==> config.mk <==
export PLATFORM = sky130hd
export DESIGN_NAME = draw_sequencer
export DESIGN_NICKNAME = d
export VERILOG_FILES = /design/src/rtl/draw_sequencer_pkg.sv /design/src/rtl/draw_origin_lut.sv /design/src/rtl/draw_sequencer.sv
export SDC_FILE = /design/constraint.sdc
export NUM_CORES = 1
export LEC_CHECK = 0
export BUFFER_PORTS_ARGS = -buffer_cell sky130_fd_sc_hd__buf_2
export CORE_MARGIN = 2
export CORE_UTILIZATION = 30
export CTS_BUF_LIST = sky130_fd_sc_hd__clkbuf_4 sky130_fd_sc_hd__clkbuf_8
export DETAILED_ROUTE_END_ITERATION = 8
export HOLD_SLACK_MARGIN = 0.06
export PLACE_DENSITY = 0.49
export SETUP_SLACK_MARGIN = 0.15
export SLEW_MARGIN = 5
export SYNTH_ARGS = -nofsm -noshare
export SYNTH_HDL_FRONTEND = slang
export SYNTH_SLANG_ARGS = --single-unit
==> constraint.sdc <==
create_clock -name clk -period 3.15 [get_ports clk]
set_input_delay 0.315 -clock clk [delete_from_list [all_inputs] [get_ports clk]]
set_output_delay 0.315 -clock clk [all_outputs]
set_load 0.02 [all_outputs]
==> src/rtl/draw_sequencer_pkg.sv <==
// Shared constants for the draw sequencer: screen/sprite geometry, FSM states, origin table.
package draw_sequencer_pkg;

  localparam int SCREEN_W  = 160;
  localparam int SCREEN_H  = 120;
  localparam int SPRITE_SZ = 40;

  typedef enum logic [1:0] {
    ST_IDLE = 2'd0,
    ST_LOAD = 2'd1,
    ST_DRAW = 2'd2,
    ST_DONE = 2'd3
  } state_e;

  // Sprite x-origin per select code, listed from code 15 down to code 0.
  localparam logic [15:0][8:0] X_ORIGIN_TBL = {
    9'd0,   9'd0,   9'd120, 9'd114, 9'd108, 9'd102, 9'd96, 9'd90,
    9'd0,   9'd6,   9'd12,  9'd18,  9'd24,  9'd30,  9'd36, 9'd0
  };

  localparam logic [7:0] Y_ORIGIN_1 = 8'd30;

endpackage

==> src/rtl/draw_origin_lut.sv <==
// Combinational map from the latched sprite selects to the sprite origin (x0, y0).
module draw_origin_lut
  import draw_sequencer_pkg::*;
(
  input  logic [3:0] xsel_i,
  input  logic [1:0] ysel_i,
  output logic [8:0] x0_o,
  output logic [7:0] y0_o
);

  always_comb begin
    x0_o = X_ORIGIN_TBL[xsel_i];
    y0_o = (ysel_i == 2'b01) ? Y_ORIGIN_1 : 8'd0;
  end

endmodule

==> src/rtl/draw_sequencer.sv <==
// Row-major pixel scanner for full-screen or sprite passes; first plot two cycles after start.
// Optional DRAW_ABORT_EN adds an abort input that ends the pass early through DONE.
module draw_sequencer #(
  parameter int SCREEN_W  = draw_sequencer_pkg::SCREEN_W,
  parameter int SCREEN_H  = draw_sequencer_pkg::SCREEN_H,
  parameter int SPRITE_SZ = draw_sequencer_pkg::SPRITE_SZ
) (
  input  logic       clk,
  input  logic       reset,
  input  logic       start,
  input  logic       fullScreen,
  input  logic       black,
  input  logic [3:0] xInitSel,
  input  logic [1:0] yInitSel,
  input  logic [4:0] memSelIn,
`ifdef DRAW_ABORT_EN
  input  logic       abort,
`endif
  output logic [7:0] x,
  output logic [6:0] y,
  output logic       plot,
  output logic [4:0] memSel,
  output logic       blackOut,
  output logic       busy,
  output logic       done
);

  typedef draw_sequencer_pkg::state_e state_e;
  localparam state_e IDLE = draw_sequencer_pkg::ST_IDLE;
  localparam state_e LOAD = draw_sequencer_pkg::ST_LOAD;
  localparam state_e DRAW = draw_sequencer_pkg::ST_DRAW;
  localparam state_e DONE = draw_sequencer_pkg::ST_DONE;

  state_e     state_q, state_d;
  logic       full_q, black_q;
  logic [4:0] mem_q;
  logic [3:0] xsel_q;
  logic [1:0] ysel_q;
  logic [8:0] x_q, x_d, x0_q, x0_d, lut_x0, w;
  logic [7:0] y_q, y_d, y0_q, y0_d, lut_y0, h;
  logic       row_end, last_px, abort_w;

`ifdef DRAW_ABORT_EN
  assign abort_w = abort;
`else
  assign abort_w = 1'b0;
`endif

  draw_origin_lut u_origin_lut (
    .xsel_i (xsel_q),
    .ysel_i (ysel_q),
    .x0_o   (lut_x0),
    .y0_o   (lut_y0)
  );

  assign w       = full_q ? 9'(SCREEN_W) : 9'(SPRITE_SZ);
  assign h       = full_q ? 8'(SCREEN_H) : 8'(SPRITE_SZ);
  assign row_end = (x_q == x0_q + w - 9'd1);
  assign last_px = row_end && (y_q == y0_q + h - 8'd1);

  always_ff @(posedge clk or posedge reset) begin
    if (reset) state_q <= IDLE;
    else       state_q <= state_d;
  end

  always_comb begin
    state_d = state_q;
    case (state_q)
      IDLE:    if (start) state_d = LOAD;
      LOAD:    state_d = abort_w ? DONE : DRAW;
      DRAW:    if (abort_w || last_px) state_d = DONE;
      DONE:    state_d = IDLE;
      default: state_d = IDLE;
    endcase
  end

  always_comb begin
    plot = (state_q == DRAW) && !abort_w;
    busy = (state_q != IDLE);
    done = (state_q == DONE);
  end

  always_comb begin
    x_d  = x_q;
    y_d  = y_q;
    x0_d = x0_q;
    y0_d = y0_q;
    if (state_q == LOAD) begin
      x0_d = full_q ? 9'd0 : lut_x0;
      y0_d = full_q ? 8'd0 : lut_y0;
      x_d  = x0_d;
      y_d  = y0_d;
    end else if (state_q == DRAW && !abort_w) begin
      if (row_end) begin
        x_d = x0_q;
        y_d = y_q + 8'd1;
      end else begin
        x_d = x_q + 9'd1;
      end
    end
  end

  // Pass attributes are captured only when a start is accepted.
  always_ff @(posedge clk or posedge reset) begin
    if (reset) begin
      x_q     <= '0;
      y_q     <= '0;
      x0_q    <= '0;
      y0_q    <= '0;
      full_q  <= 1'b0;
      black_q <= 1'b0;
      mem_q   <= '0;
      xsel_q  <= '0;
      ysel_q  <= '0;
    end else begin
      x_q  <= x_d;
      y_q  <= y_d;
      x0_q <= x0_d;
      y0_q <= y0_d;
      if (state_q == IDLE && start) begin
        full_q  <= fullScreen;
        black_q <= black;
        mem_q   <= memSelIn;
        xsel_q  <= xInitSel;
        ysel_q  <= yInitSel;
      end
    end
  end

  assign x        = x_q[7:0];
  assign y        = y_q[6:0];
  assign memSel   = mem_q;
  assign blackOut = black_q;

endmodule

==> results of run 1 <==
-- placed cells by master, fill, tap and decap left out, drive strengths merged, types with 3 or more instances in the layout --
master,synthesis,final
a211oi,6,6
a21oi,13,13
a22oi,3,3
a311o,4,4
buf,20,51
clkbuf,10,5
dfrtp,39,39
ha,18,18
inv,27,28
mux2,14,14
nand2,17,17
nand2b,7,7
nand3,9,9
nand3b,5,5
nor2,20,20
nor2b,4,4
nor3,8,8
nor4,4,4
o211ai,6,6
o21ai,21,21
o311ai,8,8
o31ai,3,3
or2,4,4
or3,3,3
xnor2,7,7
xor2,3,3
-- registers in the layout (all words and copies together), names as in the netlist --
register and count:
blackOut 1, ysel_q 2, x0_q 6, y0_q 1, y_q 8, memSel 5, full_q 1, state_q 2
x_q 9, xsel_q 4
-- critical path, delay by kind of cell (launching register included) --
kind	cells	cell delay [ns]
compound gates	2	0.27
xor+xnor	1	0.07
fa+ha+maj	2	0.89
buf+inv	1	0.17
flops	1	0.39
simple gates	3	0.96
-- repair_timing --
item / 4_1_cts / 5_1_grt
cloned: 0 / 0
buffers inserted: 0 / 1
resized for setup: 2 / 8
endpoints found under the hold margin: 0 / 0
endpoints found under the setup margin: 3 / 8
pin swaps: 0 / 2
-- cell families (layout without fill, tap and decap cells) --
group,Yosys count,after routing,synth area share (%)
simple gates,92,92,17.0
flops,39,39,34.2
xor+xnor,10,10,3.07
fa+ha+maj,20,20,8.93
buf+inv,58,87,9.98
compound gates,83,83,20.6
mux,16,16,6.22
-- stage by stage --
stage | total power (W) | area, µm² | utilization (%)
floorplan | 0.000518 | 2860 | -
global placement | 0.000531 | 3120 | 33.7
detailed placement | 0.000532 | 3120 | 33.7
CTS | 0.000980 | 3240 | 35.0
global route | 0.00100 | 3280 | 35.5
finish | 0.000965 | 3280 | 35.5
-- worst max-delay path by stage --
stage            start          to  cells after the start
6_report        full_q      y_q[5]                      9
5_1_grt        x0_q[2]      y_q[5]                     11
4_1_cts         full_q      y_q[2]                     11
3_5_place_dp   x0_q[2]      y_q[0]                     10
3_3_place_gp    full_q  state_q[1]                      9
2_1_floorplan   full_q      y_q[0]                     10
-- where the power goes --
part	leakage [nW]	switching (W)	internal, W	total, W
sequential	0.525	0	0.000500	0.000500
clock	0.0587	0.000204	0.000240	0.000444
combinational	0.886	0.0000125	0.00000764	0.0000202
-- routing by layer --
layer | track usage (%) | wire [µm] | vias up
li1 | - | - | 1197
met1 | 20.5 | 3410 | 1150
met2 | 23.5 | 3350 | 70
met3 | 2.90 | 427 | 11
met4 | 4.37 | 124 | 0
met5 | 0 | 0 | -
-- area by class of cell --
cell class              instances  share of cell area (%)
clock buffers                   5                    2.10
clock inverters                 3                    1.45
inverters                      28                    3.21
multi-input cells             221                    49.8
flip-flops and latches         39                    29.8
well taps                     129                    4.93
repair buffers                 51                    8.71
==> metrics.md, run 1 <==
| Metric | Value |
|---|---|
| Die area | 0.0103 mm² |
| Pwr/cell area | 295 mW/mm² |
| Footprint of the multi-input gates | 0.00163 mm² |
| Wire length per cell | 15.4 µm |
| Via count | 2428 |
| Final Setup Violations | 0 |
| Routed vias/inst | 5.10 |
| Post-synthesis net count | 353 |
| Cell variety after synth | 60 |
| Synth Area per Inst | 8.99 µm² |
| H-tree depth | 2 |
| Clk pin slew, worst setup/hold paths | 0.09 ns |
| Final HPWL from detailed placement | 5520 µm |
| Post-route ant nets | 0 |
| Crit path DAT | 3.04 ns |
| Mapped Area | 0.00286 mm² |
| Die X | 102 µm |
| Number of synthesized flops with an enable pin | 0 |
| Clk_skew | 0.0123 ns |
| DRT iter0 DRCs | 168 |
| Routed wire length | 7310 µm |
| Max Root-Sink Buffers | 2 |
| Nets | 381 |
| I/O Buffers | 39 |
| Clock buffer count from CTS | 5 |
| Setup TNS Final | 0 ns |
| Number of global-route vias before repair | 2286 |
| Synth Warn # | 0 |
| Most common cell in the synthesized netlist | dfrtp_1 |
| Worst Setup End Kind | register |
| Cells along the critical path | ha_1 > fa_2 > xnor2_1 > nor4_2 > o311ai_2 > or2_4 > buf_4 > or4_1 > o211ai_1 |
| Slew HR | 60.3% |
| TritonCTS sink count | 39 |
| Clk_lat worst skew | 0.30 ns |
| Synth area leader | dfrtp_1 |
| Largest cells by area after synthesis | dfrtp_1 (34%), ha_1 (7.9%), mux2_2 (5.5%), buf_4 (3.9%), o21ai_0 (3.5%) |
| Req. time, crit path | 3.37 ns |
| Initial antenna violation count | 0 |
| Async set-reset flop share out of synthesis | 100% |
| Worst slew pin tran | 0.594 ns |
| Min Tclk post-route | 2.82 ns |
| Synth-to-Final Area Change | 14.6% |
| Leak | 1.47 nW |
| Dpl cells | 467 |
| Crit-path slowest cell | fa_2 |
| Clock root cell | clkbuf_8 |
| Top cells by count, synth | dfrtp_1 (39), inv_1 (26), nor2_1 (20), o21ai_0 (20), ha_1 (18) |
| Core ar. | 0.00924 mm² |
| Post-synth top flop | dfrtp_1 |
| DIE HEIGHT | 102 µm |
| Remaining Overflow, GRT | 0 |
| Crit-path max FO | 8 |
| Crit Reg-Reg Startpoint | full_q |
| First-pass GRT wire length | 11800 µm |
| Initial core utilization | 30.9% |
| Largest net degree at the start of global routing | 40 |
| Area share of the largest cell type after synthesis | 34.2% |
| Period utilization | 89.5% |
| DP Worst Slack | 0.109 ns |
| RSZ-0062 raised after global routing | false |
| GP Congestion | 0.922 |
| R2R setup slack | 0.33 ns |
| Total Routing Usage GR | 14.8% |
| Ports | 40 |
| Worst Hold Class | input port to asynchronous set/reset pin |
| Maxcap violations | 0 |
| FF+latch count, synth | 39 |
| Row count | 35 |
| Antenna cells | 0 |
| Hold buffer count at cts | 0 |
| Syn Inst Count | 318 |
| Number of fillers in the final layout | 964 |
| Crit Path Category | register to register |
| Post-route setup slack | 0.332 ns |
| Final Max Slew Viols | 0 |
| Drt first pass iters | 4 |
| VDD IR max | 0.000196 V |
| Fmax | 355 MHz |
| Critical path launch point type | register |
| Outcome | completed |
| Crit-path max cell delay | 0.55 ns |
| R2r worst-path depth | 9 |
| Sequential area share after synthesis | 34.2% |
| Fin. Hold Viols | 0 |
| CTS tree | done |
| Hold WS | 0.115 ns |
| Ratio of cells with drive above 1 in the final layout | 25.4% |
| # DRC | 0 |
| R2r endpoint | y_q[5] |
| Non-filler cells, final | 476 |
| Sequential cell area | 976 µm² |
(Power assumes the default switching activity.)
==> run 2, diff against run 1 <==
Settings changed: SYNTH_HIERARCHICAL from default to 1.
==> metrics.md, run 2 <==
| Metric | Value |
|---|---|
| Regs by FF count | x0_q x9, x_q x9 |
| Async set-reset flop share out of synthesis | 100% |
| Pwr/cell area | 282 mW/mm² |
| Final Max Slew Viols | 0 |
| Non-filler cells, final | 557 |
| DIE HEIGHT | 112 µm |
| Fin. Hold Viols | 0 |
| Synth Warn # | 6 |
| Clk pin slew, worst setup/hold paths | 0.09 ns |
| Drt first pass iters | 4 |
| Number of synthesized flops with an enable pin | 0 |
| VDD IR max | 0.000143 V |
| Row count | 39 |
| Leak | 1.88 nW |
| TritonCTS sink count | 49 |
| Req. time, crit path | 3.35 ns |
| Clock buffer count from CTS | 5 |
| Crit path DAT | 3.21 ns |
| Worst slew pin tran | 0.791 ns |
| RSZ-0062 raised after global routing | true |
| Number of global-route vias before repair | 2864 |
| Largest cells by area after synthesis | dfrtp_1 (35%), ha_1 (7.5%), buf_4 (5.4%), mux2_2 (4.8%), o21ai_0 (4.4%) |
| DRT iter0 DRCs | 60 |
| Total Routing Usage GR | 14.6% |
| Wire length per cell | 16.0 µm |
| FF+latch count, synth | 49 |
| Synth Area per Inst | 9.32 µm² |
| Crit Path Category | register to register |
| Setup TNS Final | 0 ns |
| Antenna cells | 0 |
| Die area | 0.0126 mm² |
| Top cells by count, synth | dfrtp_1 (49), nand2_1 (32), o21ai_0 (31) |
| Kind of cell adding the most delay to the critical path | simple AND/OR/NAND/NOR gates |
| Most common cell after layout, fill and taps aside | dfrtp_1 |
| Ratio of cells with drive above 1 in the final layout | 24.9% |
| Area share of the largest cell type after synthesis | 35.0% |
| Crit-path max cell delay | 0.39 ns |
| Outcome | completed |
| Routed wire length | 8910 µm |
| Mapped Area | 0.00350 mm² |
| Nets | 451 |
| Initial antenna violation count | 0 |
| Critical path launch point type | register |
| Period utilization | 95.5% |
| H-tree depth | 2 |
| Via count | 2833 |
| Final HPWL from detailed placement | 6640 µm |
| Initial core utilization | 30.7% |
| Post-synth top flop | dfrtp_1 |
| Crit Reg-Reg Startpoint | full_q |
| Remaining Overflow, GRT | 0 |
| Dpl cells | 541 |
| Critical Path Start | full_q |
| Min Tclk post-route | 3.01 ns |
| Cell variety after synth | 64 |
| Pwr Total | 0.00114 W |
| # DRC | 0 |
| Clk_skew | 0.00855 ns |
| Fmax | 333 MHz |
| Final Setup Violations | 0 |
| Worst Setup End Kind | register |
| R2R setup slack | 0.14 ns |
| CP bufs+invs | 2 |
| GP Congestion | 0.811 |
| Largest net degree at the start of global routing | 37 |
| Die X | 112 µm |
| Sequential area share after synthesis | 35.0% |
| CTS tree | done |
| Most frequent cells in the layout | dfrtp_1 (49), buf_2 (39), nand2_1 (32) |
| Ports | 40 |
| Maxcap violations | 0 |
| Most common cell in the synthesized netlist | dfrtp_1 |
| Slew HR | 47.2% |
| Syn Inst Count | 376 |
| Max Root-Sink Buffers | 2 |
| First-pass GRT wire length | 15000 µm |
| Worst Hold Class | input port to asynchronous set/reset pin |
| Synth area leader | dfrtp_1 |
| Post-route ant nets | 0 |
| Core ar. | 0.0114 mm² |
| Clk_lat worst skew | 0.30 ns |
| Synth-to-Final Area Change | 14.8% |
| Clock root cell | clkbuf_8 |
| Crit-path max FO | 5 |
| Cells along the critical path | ha_1 > inv_2 > ha_4 > nor2b_2 > o2111a_1 > or3_4 > a2111oi_4 > buf_4 > nand2_4 > or3_1 > o311ai_2 |
| Routed vias/inst | 5.09 |
| I/O Buffers | 39 |
| Crit-path slowest cell | dfrtp_1 |
## run 2: cell types whose count changed after synthesis, sizes merged, moves of 5 or more
cell | previous run | this run
nand2 | 17 | 33
dfrtp | 39 | 49
o21ai | 21 | 31
buf | 20 | 29
nor2 | 20 | 12
xor2 | 3 | 11
xnor2 | 7 | 14
and3 | 1 | 7
nand3 | 9 | 14
o311ai | 8 | 3
## run 2: power breakdown
part	internal, W	switching, W	leakage (nW)
clock network	0.000268	0.000215	0.0619
registers	0.000628	0	0.612
logic	0.00000761	0.0000170	1.21
total	0.000904	0.000232	1.88
## run 2: final cells by class
class | instances | area (µm²)
clock buffer | 7 | 90.1
fill | 1233 | 7390
clock inverter | 1 | 30.0
tap | 143 | 179
timing repair buffer | 60 | 357
inverter | 31 | 116
multi-input combinational | 266 | 2030
sequential | 49 | 1230
## run 2: stage by stage
stage	util (%)	setup slack, ns	cell area, µm²	hold slack [ns]
2_1_floorplan	-	0.176	3540	0.465
3_3_place_gp	33.0	0.181	3770	0.483
3_5_place_dp	33.0	0.0497	3770	0.490
4_1_cts	34.2	0.108	3910	0.188
5_1_grt	35.2	0.0189	4020	0.207
6_report	35.2	0.143	4020	0.150
## run 2: kinds of logic (layout without fill, tap and decap cells)
group / count (synthesis) / in the layout / synth area share [%]
mux: 18 / 18 / 5.68
simple gates: 103 / 103 / 15.3
compound gates: 89 / 89 / 18.0
flops: 49 / 49 / 35.0
other cells: 1 / 7 / 0.107
fa+ha+maj: 22 / 22 / 8.07
buf+inv: 67 / 99 / 10.3
xor+xnor: 27 / 27 / 7.53
## run 2: path summary, 6_finish.rpt
| check | to | depth (start not counted) |
|---|---|---|
| min in group clk | xsel_q[1] | 2 |
| hold / removal | blackOut | 2 |
| hold reg to reg | ysel_q[0] | 1 |
| max in group asynchronous | x0_q[3] | 3 |
| setup reg to reg | y_q[4] | 11 |
| setup / recovery | y_q[4] | 11 |
## run 2: per-layer routing
layer,share of wire (%),vias to the layer above,GRT usage (%)
met1,47,1388,19.8
li1,-,1379,-
met4,1.1,0,3.01
met5,0,-,0
met2,49,55,25.0
met3,3.3,11,2.11
## run 2: timing repair
action,CTS,global route
hold buffers,0,0
cloned,0,0
endpoints found under the hold margin,0,0
pin swaps,4,6
endpoints found under the setup margin,8,15
buffers inserted,2,6
gates resized for setup,3,14
